===== config.mk =====
export PLATFORM = sky130hd
export DESIGN_NAME = condlogic
export DESIGN_NICKNAME = d
export VERILOG_FILES = /design/src/rtl/condlogic.sv
export SDC_FILE = /design/constraint.sdc
export NUM_CORES = 1
export LEC_CHECK = 0
export BUFFER_PORTS_ARGS = -buffer_cell sky130_fd_sc_hd__buf_2
export CORE_MARGIN = 1.5
export CORE_UTILIZATION = 35
export DETAILED_ROUTE_END_ITERATION = 16
export PLACE_DENSITY = 0.67
export SLEW_MARGIN = 30
export SYNTH_ARGS = -nofsm -noshare
export SYNTH_HDL_FRONTEND = slang
export SYNTH_SLANG_ARGS = --single-unit

===== constraint.sdc =====
create_clock -name clk -period 1.6 [get_ports clk]
set_input_delay 0.24 -clock clk [delete_from_list [all_inputs] [get_ports clk]]
set_output_delay 0.24 -clock clk [all_outputs]
set_load 0.1 [all_outputs]

===== src/rtl/condlogic.sv =====
// Conditional-execution unit: gates PC/register/memory writes on Cond vs stored flags; the flag and CondExReg state updates land one cycle later.
// No backpressure; en=0 is a bubble that blocks every write and holds all state.
module condlogic (
  input  logic       clk,
  input  logic       reset_n,
  input  logic       en,
  input  logic [3:0] Cond,
  input  logic [3:0] ALUFlags,
  input  logic [1:0] FlagW,
  input  logic       PCS,
  input  logic       RegW,
  input  logic       MemW,
  input  logic       NoWrite,
  output logic       PCSrc,
  output logic       RegWrite,
  output logic       MemWrite,
  output logic       CondEx,
  output logic       CondExReg,
  output logic [3:0] Flags
);

  logic n, z, c, v;
  logic fire;

  assign {n, z, c, v} = Flags;

  // The condition is evaluated against the stored flags only; the current
  // ALU result is never bypassed, so the instruction sees older flags.
  always_comb begin
    CondEx = 1'b0;
    case (Cond)
      4'b0000: CondEx = z;
      4'b0001: CondEx = ~z;
      4'b0010: CondEx = c;
      4'b0011: CondEx = ~c;
      4'b0100: CondEx = n;
      4'b0101: CondEx = ~n;
      4'b0110: CondEx = v;
      4'b0111: CondEx = ~v;
      4'b1000: CondEx = c & ~z;
      4'b1001: CondEx = ~c | z;
      4'b1010: CondEx = (n == v);
      4'b1011: CondEx = (n != v);
      4'b1100: CondEx = ~z & (n == v);
      4'b1101: CondEx = z | (n != v);
      4'b1110: CondEx = 1'b1;
      4'b1111: CondEx = 1'b0;
      default: CondEx = 1'b0;
    endcase
  end

  assign fire     = en & CondEx;
  assign PCSrc    = PCS & fire;
  assign RegWrite = RegW & ~NoWrite & fire;
  assign MemWrite = MemW & fire;

  // N,Z and C,V are written as independent halves.
  always_ff @(posedge clk or negedge reset_n) begin
    if (!reset_n) begin
      Flags     <= 4'b0000;
      CondExReg <= 1'b0;
    end else if (en) begin
      CondExReg <= CondEx;
      if (CondEx && FlagW[1]) Flags[3:2] <= ALUFlags[3:2];
      if (CondEx && FlagW[0]) Flags[1:0] <= ALUFlags[1:0];
    end
  end

endmodule


==> results of run 1 <==
[layer usage]
| metal | wire length (um) | global-route usage (%) | vias to the layer above |
|---|---|---|---|
| met2 | 763 | 36.1 | 10 |
| met4 | 0 | 7.50 | 0 |
| met3 | 47 | 0.556 | 0 |
| met5 | 0 | 0 | - |
| met1 | 709 | 26.1 | 261 |
| li1 | - | - | 288 |
[cell usage in the layout (no fill, tap or decap), types with 2 or more instances in the layout]
cell type  count
a21oi_1        2
and2_1         2
buf_12         4
buf_2         21
buf_4         20
clkbuf_4       3
dfrtp_4        3
inv_1          3
mux2_4         4
nand2_1        3
nand3_1        2
nand3b_1       2
nor3b_4        2
o21ai_2        2
o21ai_4        2
xnor2_1        2
[layout make-up]
| type | count | area (um^2) | area share, % |
|---|---|---|---|
| tap | 15 | 18.8 | 1.87 |
| multi-input combinational | 41 | 455 | 45.3 |
| sequential | 5 | 138 | 13.7 |
| timing repair buffer | 47 | 357 | 35.4 |
| clock buffer | 4 | 26.3 | 2.61 |
| inverter | 3 | 11.3 | 1.12 |
[cells in the mapped netlist, types with 2 or more instances]
master | n | area share [%]
mux2i_1 | 2 | 4.1
inv_1 | 3 | 2.3
nand2_1 | 4 | 3.1
a21oi_1 | 2 | 2.0
o21ai_0 | 2 | 2.0
nor2_1 | 2 | 1.5
mux2_1 | 4 | 9.2
nand3_1 | 2 | 2.0
xnor2_1 | 3 | 5.4
dfrtp_1 | 5 | 26
and2_1 | 2 | 2.6
nand3b_1 | 2 | 3.1
nor3b_1 | 3 | 4.6
o21ai_2 | 2 | 3.6
[cell families (layout without fill, tap and decap cells)]
kind of cell           after synthesis  after routing  synth area share (%)
flip-flops                           5              5                  25.6
AO/OA/AOI/OAI                       11             11                  21.5
buffers and inverters                4             54                  3.84
XOR/XNOR                             4              4                  10.2
multiplexers                         6              6                  13.3
AND/OR/NAND/NOR                     20             20                  25.6
[power by group]
part / internal [mW] / switching (mW)
logic: 0.487 / 0.817
registers: 0.205 / 0.0610
clock network: 0.0939 / 0.0466
total: 0.787 / 0.924
[state kept, by name, indices dropped and copies added, names as in the netlist]
name / flops
Flags: 4
CondExReg: 1
[metrics by stage]
| stage | std cells | hold slack, ns | setup TNS, ns |
|---|---|---|---|
| after floorplan | 50 | -0.0556 | -5.51 |
| after global routing | 115 | 0.234 | -4.58 |
| after CTS | 114 | 0.215 | -3.83 |
| after global placement | 109 | 0.0547 | -2.94 |
| after detailed placement | 109 | 0.0592 | -3.29 |
| final | 115 | 0.235 | -3.95 |
[final timing paths]
check | slack, ns | endpoint | start | cells after the start
setup reg to reg | -0.30 | Flags[3] | Flags[2] | 6
min in group asynchronous | 0.34 | CondExReg | reset_n | 2
setup / recovery | -0.74 | RegWrite | Flags[2] | 6
hold reg to reg | 0.54 | CondExReg | CondExReg | 2
max in group asynchronous | 1.11 | Flags[0] | reset_n | 2
hold / removal | 0.24 | Flags[2] | ALUFlags[2] | 2
[what timing repair did]
action,CTS,global route
buffers inserted,0,1
hold buffers,1,0
pin swaps,10,7
gates resized for setup,13,7
endpoints found under the hold margin,5,0
setup endpoints to repair,9,9
[worst max-delay path, delay by kind of cell, from the launching register on]
kind	cells	cell delay (ns)
AND/OR/NAND/NOR	3	0.78
flip-flops	1	0.46
multiplexers	1	0.21
buffers and inverters	1	0.21
AO/OA/AOI/OAI	1	0.20
==> impl_results.md, run 1 <==
* Mapped cell area at 489 um^2
* Fin. Hold Viols at 0
* Pin count of the biggest net entering global routing at 9
* Core Box Area at 1300 um^2
* Fin nets at 118
* Final setup fails at 9
* Syn avg cell area at 9.78 um^2
* Yosys cell types at 26
* All-layer global routing usage at 20.5%
* Die Area at 1630 um^2
* Asr flop ratio synth at 100%
* Seq cells post-synth at 5
* RSZ-0062 raised after global routing: yes
* Type of the tightest min-delay check: input pin to flip-flop
* H-tree levels at 1
* Worst Tran Pin Value at 0.486 ns
* CTS root buffer: clkbuf_4
* Rows at 13
* Critical Path Max Stage Delay at 0.46 ns
* F_max at 428 MHz
* TritonCTS Buffers at 3
* Via count at 559
* Gpl congestion at 0.805
* I/O pin count at 26
* Yosys warnings at 0
* Rel. slew slack at 67.8%
* TritonCTS sink count at 5
* Drt wl/cell at 13.2 um
* Failing checks: negative setup slack
* Layout Skew at 0.00377 ns
* Clock slew at reported path FFs at 0.04 ns
* DR vias/cell at 4.86
* Final design utilization at 77.3%
* Iter 0 DRT Violations at 5
* DP Worst Slack at -0.511 ns
* Layout fillers at 90
* Crit start category: flip-flop
* Crit path cell chain: or3b_1 > mux2i_1 > nor2_1 > a2bb2oi_4 > nor4b_4 > buf_12
* First-pass GRT wire length at 2180 um
* Die X at 40.4 um
* Fin crit share at 146%
* # port buffers at 25
* Post-DP HPWL at 1210 um
* Total of max-cap violations at 0
* Area after DPL at 878 um^2
* # DRC at 0
* Fin area at 1010 um^2
* Status: finished, violations left
* Main synth FF type: dfrtp_1
* Sequential share of the synthesized area at 25.6%
* WS Path Type: flip-flop to output pin
* Clock buffer depth at 2
* CP Max Fanout at 5
* Initial antenna violation count at 0
* Clk_lat worst skew at 0.24 ns
* Share of cells above drive strength 1 at 71.0%
* Critical path's slowest cell: dfrtp_4
* Power Density at 1700 nW/um^2
* Post-route antenna net violation count at 0
* Number of global-route vias before repair at 523
* Initial Util at 37.6%
* Crit end category: output pin
* CTS tree: built
* Drt total wl at 1520 um
* Syn nets at 67
* Leak pwr at 0.470 nW
* Total gr overflow at 0
* Initial DRT Pass Iterations at 2
* Max-slew violations at 0
* Synth-to-layout area growth at 106%
* Post-synth EDFFs at 0
* Post-layout power at 1.71 mW
* Tmin final at 2.34 ns
* Worst Path Required at 1.36 ns
* Critical path arrival at 2.10 ns
* Ant. Diodes at 0
* Mapped Cells at 50
* Die outline height at 40.4 um
* Setup slack after layout at -0.736 ns
* Worst vdd ir at 1.34 mV
Power figures use the tool's default switching activity.
==> run 2, diff against run 1 <==
CTS_BUF_LIST = sky130_fd_sc_hd__clkbuf_4 sky130_fd_sc_hd__clkbuf_8   (was unset)
==> impl_results.md, run 2 (same netlist as run 1, synthesis figures left out) <==
* Final design utilization at 77.6% (+0.29 points)
* Tmin final at 2.33 ns (-0.00280 ns)
* Crit end category: output pin
* CTS root buffer: clkbuf_4
* CTS tree: built
* Crit start category: flip-flop
* Drt wl/cell at 13.9 um (+5.3%)
* Most frequent cells in the layout: buf_2, buf_4, mux2_4, clkbuf_4, buf_12
* R2R cell count at 7 (+1)
* Total of max-cap violations at 0 (unchanged)
* Pin count of the biggest net entering global routing at 9 (unchanged)
* Die X at 40.4 um (unchanged)
* Fin crit share at 146% (-0.18 points)
* Failing checks: negative setup slack
* Hold Crit Depth at 2 (unchanged)
* DR vias/cell at 5.05 (+3.9%)
* First-pass GRT wire length at 2170 um (-0.32%)
* Leading cell type in the layout, fill and taps excluded: buf_2
* Synth-to-layout area growth at 106%
* Power Density at 1720 nW/um^2 (+1.1%)
* Reg-to-reg endpoint: Flags[0]
* Psw at 933 uW (+0.98%)
* Hold EP: Flags[2]
* Type of the tightest min-delay check: input pin to flip-flop
* Rel. slew slack at 66.8% (-0.99 points)
* Met3 usage at 0.556% (unchanged)
* Worst Path Required at 1.36 ns (about the same)
* Initial DRT Pass Iterations at 4 (+2)
* Share of cells above drive strength 1 at 72.0% (+1.0 points)
* Fin cells at 115 (unchanged)
* Worst vdd ir at 1.76 mV (+31%)
* Fin area at 1010 um^2 (+0.37%)
* Placed insts at 109 (unchanged)
* Worst R2R Setup Slack at -0.30 ns (about the same)
* Total gr overflow at 0 (unchanged)
* TritonCTS sink count at 5 (unchanged)
* I/O pin count at 26 (unchanged)
* Clock slew at reported path FFs at 0.04 ns (about the same)
* Crit path max-delay family: simple AND/OR/NAND/NOR gates
* Switching Share at 53.7% (-0.28 points)
* Via count at 581 (+3.9%)
* Clock power share at 8.9% (+0.7 points)
* Combinational power share at 75.7% (-0.5 points)
* Global routing's busiest layer: met2
* Max-slew violations at 0 (unchanged)
* Fin. Hold Viols at 0 (unchanged)
* Critical path arrival at 2.09 ns (about the same)
* Initial antenna violation count at 0 (unchanged)
* CP Max Fanout at 5 (unchanged)
* Worst Hold Launch: ALUFlags[2]
* F_max at 429 MHz (+0.12%)
* Area after DPL at 878 um^2 (unchanged)
* Worst Tran Pin Value at 0.501 ns (+0.0149 ns)
* Core Box Area at 1300 um^2 (unchanged)
* H-tree levels at 1 (unchanged)
* Buf+Inv Stages, Crit Path at 1 (unchanged)
* Clk_lat worst skew at 0.23 ns (about the same)
* Die Area at 1630 um^2 (unchanged)
* All-layer global routing usage at 20.2% (-0.23 points)
* Critical path's slowest cell: dfrtp_4
* Status: finished, violations left
* Regs by FF count: Flags x4, CondExReg x1
* # DRC at 0 (unchanged)
* Fin nets at 118 (unchanged)
* Gpl congestion at 0.805 (unchanged)
* Post-route antenna net violation count at 0 (unchanged)
* R2R Path Start: Flags[3]
* Post-DP HPWL at 1210 um (unchanged)
* Most flops, register: Flags
* Number of global-route vias before repair at 508 (-2.9%)
* Flop pwr share at 15.5% (about the same)
* M2 GR Usage at 35.3% (-0.79 points)
* Ant. Diodes at 0 (unchanged)
* # port buffers at 25 (unchanged)
* Layout Skew at 0.00291 ns (-0.000861 ns)
* Power Internal at 803 uW (+2.1%)
* Max FFs per register at 4 (unchanged)
* Met1 usage at 27.1% (+1.0 points)
* TritonCTS Buffers at 3 (unchanged)
* Setup slack after layout at -0.734 ns (+0.00280 ns)
* Die outline height at 40.4 um (unchanged)
* WS Path Type: flip-flop to output pin
* Iter 0 DRT Violations at 20 (+15)
* Final setup fails at 9 (unchanged)
* Clock buffer depth at 2 (unchanged)
* Leak pwr at 0.473 nW (+0.73%)
* Drt total wl at 1600 um (+5.3%)
* Crit path cell chain: or3b_1 > mux2i_1 > nor2_1 > a2bb2oi_4 > nor4b_4 > buf_12
* Rows at 13 (unchanged)
* Critical Path Max Stage Delay at 0.46 ns (about the same)
* Initial Util at 37.6% (unchanged)
* RSZ-0062 raised after global routing: yes
-- run 2: routing by layer --
| metal | share of wire [%] | wire length [um] |
|---|---|---|
| met4 | 0 | 0 |
| met5 | 0 | 0 |
| met3 | 7.4 | 118 |
| met2 | 52 | 831 |
| met1 | 41 | 650 |
-- run 2: area by class of cell --
class                           instances  area (um^2)
Fill cell                              93          292
Multi-Input combinational cell         41          455
Inverter                                3         11.3
Timing Repair Buffer                   47          357
Tap cell                               15         18.8
Clock buffer                            4         30.0
Sequential cell                         5          138
-- run 2: how the worst max path moves through the flow --
stage | from | to | slack, ns | cells after the start
3_5_place_dp | Flags[3] | CondEx | -0.51 | 6
3_3_place_gp | Flags[3] | CondEx | -0.47 | 6
2_1_floorplan | Flags[2] | RegWrite | -1.22 | 5
4_1_cts | Flags[2] | RegWrite | -0.74 | 6
5_1_grt | Flags[2] | RegWrite | -0.81 | 6
6_report | Flags[2] | RegWrite | -0.73 | 6
-- run 2: metrics by stage --
stage	total power [mW]	setup TNS, ns	hold slack, ns	worst slack (ns)
2_1_floorplan	1.09	-5.51	-0.0556	-1.22
3_3_place_gp	1.39	-2.94	0.0547	-0.467
3_5_place_dp	1.40	-3.29	0.0592	-0.511
4_1_cts	1.67	-3.85	0.223	-0.743
5_1_grt	1.81	-4.59	0.248	-0.813
6_report	1.74	-3.99	0.243	-0.734
-- run 2: power groups by stage --
stage	combinational, mW	clock, mW	sequential [mW]
after floorplan	0.430	0	0.662
after global placement	1.14	0	0.249
after detailed placement	1.15	0	0.253
after CTS	1.24	0.162	0.267
after global routing	1.37	0.163	0.276
final	1.31	0.154	0.269
-- run 2: repair_timing --
| action | in CTS | in global routing |
|---|---|---|
| pin swaps | 10 | 7 |
| gates resized for setup | 14 | 6 |
| setup buffers | 0 | 1 |
| setup endpoints to repair | 9 | 9 |
| hold buffers | 1 | 0 |
| hold endpoints to repair | 5 | 0 |
==> run 3, diff against run 2 <==
ABC_AREA = 1   (was unset)
CORE_AREA = 2 2 39 41   (was unset)
CORE_MARGIN = unset   (was 1.5)
CORE_UTILIZATION = unset   (was 35)
DIE_AREA = 0 0 41 43   (was unset)
==> impl_results.md, run 3 <==
* Clock buffer depth at 2 (unchanged)
* Initial DRT Pass Iterations at 4 (unchanged)
* Tmin final at 2.01 ns (-0.321 ns)
* TritonCTS sink count at 5 (unchanged)
* Synth-to-layout area growth at 99.2%
* Leading cell type in the layout, fill and taps excluded: buf_2
* Total of max-cap violations at 0 (unchanged)
* Clock power share at 9.0% (about the same)
* Ant. Diodes at 0 (unchanged)
* Most flops, register: Flags
* R2R Path Start: Flags[3]
* Yosys cell types at 14 (-46%)
* Yosys top cell area share at 27.8% (+2.2 points)
* Max-slew violations at 0 (unchanged)
* Area leader, netlist: dfrtp_1
* Pin count of the biggest net entering global routing at 10 (+1)
* Core Box Area at 1380 um^2 (+6.3%)
* All-layer global routing usage at 19.0% (-1.2 points)
* Hold Crit Depth at 3 (+1)
* Syn nets at 91 (+36%)
* Final setup fails at 8 (-1)
* # DRC at 0 (unchanged)
* Worst vdd ir at 1.34 mV (-24%)
* Initial antenna violation count at 0 (unchanged)
* Fin nets at 134 (+14%)
* Most common cell in the netlist: nand2_1
* Crit start category: flip-flop
* Initial Util at 32.5% (-5.0 points)
* Layout Skew at 0.00244 ns (-0.000461 ns)
* DP Worst Slack at -0.199 ns (+0.312 ns)
* Critical path's slowest cell: dfrtp_4
* Die Area at 1760 um^2 (+8.1%)
* Max FFs per register at 4 (unchanged)
* Post-layout power at 1.86 mW (+7.2%)
* Critical path arrival at 1.77 ns (-0.32 ns)
* Post-synth EDFFs at 0 (unchanged)
* CP Max Fanout at 4 (-1)
* Regs by FF count: Flags x4, CondExReg x1
* Critical Path Max Stage Delay at 0.50 ns (+0.04 ns)
* Status: finished, violations left
* Flop pwr share at 15.7% (+0.2 points)
* Crit end category: output pin
* Hold EP: Flags[0]
* DR vias/cell at 4.89 (-3.1%)
* Leak pwr at 0.473 nW (-0.11%)
* Mapped cell area at 450 um^2 (-7.9%)
* Via count at 646 (+11%)
* Crit path cell chain: inv_6 > nand2_4 > nand2_4 > nand3_2 > nand2_1 > nand2_1 > nand3_2 > nand2_2 > nand3_4 > nand3_4 > nor2_4 > buf_12
* Rel. slew slack at 67.8% (+0.96 points)
* Yosys warnings at 0 (unchanged)
* Post-DP HPWL at 1100 um (-9.2%)
* Most frequent cells in the layout: buf_2, nand2_1, buf_4
* Type of the tightest min-delay check: input pin to flip-flop
* Worst Hold Launch: ALUFlags[0]
* Power Internal at 761 uW (-5.3%)
* Iter 0 DRT Violations at 9 (-55%)
* Top cells by area, synth: dfrtp_1, nand2_1, nand3_1
* Multi-input logic area at 358 um^2 (-21%)
* First-pass GRT wire length at 2260 um (+4.1%)
* Synth cell count leaders: nand2_1, inv_1, nand3_1, nor2_1, dfrtp_1
* Die outline height at 43 um (+6.5%)
* Drt total wl at 1470 um (-8.4%)
* Worst Path Required at 1.36 ns (about the same)
* Setup slack after layout at -0.413 ns (+0.321 ns)
* Rows at 14 (+1)
* Fin crit share at 126% (-20 points)
* Combinational power share at 75.2% (-0.5 points)
* TritonCTS Buffers at 3 (unchanged)
* Clock slew at reported path FFs at 0.04 ns (about the same)
* Worst R2R Setup Slack at -0.09 ns (+0.21 ns)
* Seq cells post-synth at 5 (unchanged)
* Mapped Cells at 74 (+48%)
* I/O pin count at 26 (unchanged)
* Power Density at 2080 nW/um^2 (+21%)
* Sequential Area at 140 um^2 (+1.8%)
* Post-route antenna net violation count at 0 (unchanged)
* Final design utilization at 64.8% (-13 points)
* Asr flop ratio synth at 100% (unchanged)
* Drt wl/cell at 11.1 um (-20%)
* Gpl congestion at 0.753 (-6.4%)
* Psw at 1.10 mW (+18%)
* F_max at 497 MHz (+16%)
* Clk_lat worst skew at 0.25 ns (+0.02 ns)
* Syn avg cell area at 6.09 um^2 (-38%)
* Main synth FF type: dfrtp_1
* H-tree levels at 1 (unchanged)
* Sequential share of the synthesized area at 27.8% (+2.2 points)
* Fin. Hold Viols at 0 (unchanged)
* R2R cell count at 10 (+3)
* WS Path Type: flip-flop to output pin
* Die X at 41 um (+1.5%)
* Worst Tran Pin Value at 0.487 ns (-0.0145 ns)
* Switching Share at 59.1% (+5.4 points)
* CTS tree: built
* # port buffers at 25 (unchanged)
* Share of cells above drive strength 1 at 56.9% (-15 points)
* Total gr overflow at 0 (unchanged)
* Layout fillers at 128 (+38%)
* CTS root buffer: clkbuf_4
* Reg-to-reg endpoint: Flags[2]
* Number of global-route vias before repair at 588 (+16%)
* RSZ-0062 raised after global routing: yes
* Failing checks: negative setup slack
-- run 3: critical path: cells and delay by family (launching register included) --
| family | cells | cell delay [ns] |
|---|---|---|
| and+or+nand+nor | 10 | 0.75 |
| DFF | 1 | 0.50 |
| buffers and inverters | 2 | 0.27 |
-- run 3: worst max-delay path by stage --
stage | startpoint | end | slack [ns] | cells past startpoint
global placement | Cond[1] | RegWrite | -0.17 | 13
detailed placement | Cond[1] | RegWrite | -0.20 | 13
global route | Flags[3] | RegWrite | -0.51 | 12
floorplan | Flags[3] | RegWrite | -0.74 | 11
finish | Flags[3] | RegWrite | -0.41 | 12
CTS | Flags[3] | RegWrite | -0.38 | 12
-- run 3: metal layers --
metal | track usage, % | wire (um) | vias to the layer above
met5 | 0 | 0 | -
met4 | 12.0 | 31 | 0
met3 | 3.66 | 103 | 4
met2 | 30.0 | 784 | 29
met1 | 22.0 | 547 | 289
li1 | - | - | 324
-- run 3: metrics by stage --
stage | hold WS, ns | cells | area (um^2) | TNS, ns
2_1_floorplan | -0.0556 | 74 | 500 | -3.52
3_3_place_gp | 0.0580 | 125 | 785 | -0.568
3_5_place_dp | 0.0603 | 125 | 785 | -0.786
4_1_cts | 0.245 | 131 | 852 | -1.80
5_1_grt | 0.270 | 132 | 897 | -2.80
6_report | 0.244 | 132 | 897 | -1.90
-- run 3: repair_timing --
action,4_1_cts,5_1_grt
buffers inserted,1,1
endpoints found under the hold margin,5,0
resized for setup,6,10
pin swaps,11,5
hold buffers,1,0
setup endpoints to repair,4,9
-- run 3: cell type report --
| cell class | instances | share of cell area (%) |
|---|---|---|
| clock buffers | 4 | 3.35 |
| inverters | 11 | 5.44 |
| multi-input cells | 57 | 39.9 |
| flip-flops and latches | 5 | 15.6 |
| well taps | 16 | 2.23 |
| repair buffers | 39 | 33.5 |
-- run 3: cells by family after synthesis --
group	share of synthesized area, %
buffers and inverters	10.0
AOI/OAI and AO/OA	8.88
DFF	27.8
and+or+nand+nor	53.3
-- run 3: power by group through the flow --
stage | Sequential [mW] | Clock, mW | Combinational (mW)
2_1_floorplan | 0.704 | 0 | 0.461
4_1_cts | 0.282 | 0.170 | 1.31
5_1_grt | 0.305 | 0.181 | 1.48
6_report | 0.292 | 0.168 | 1.40
3_5_place_dp | 0.279 | 0 | 1.24
3_3_place_gp | 0.277 | 0 | 1.23
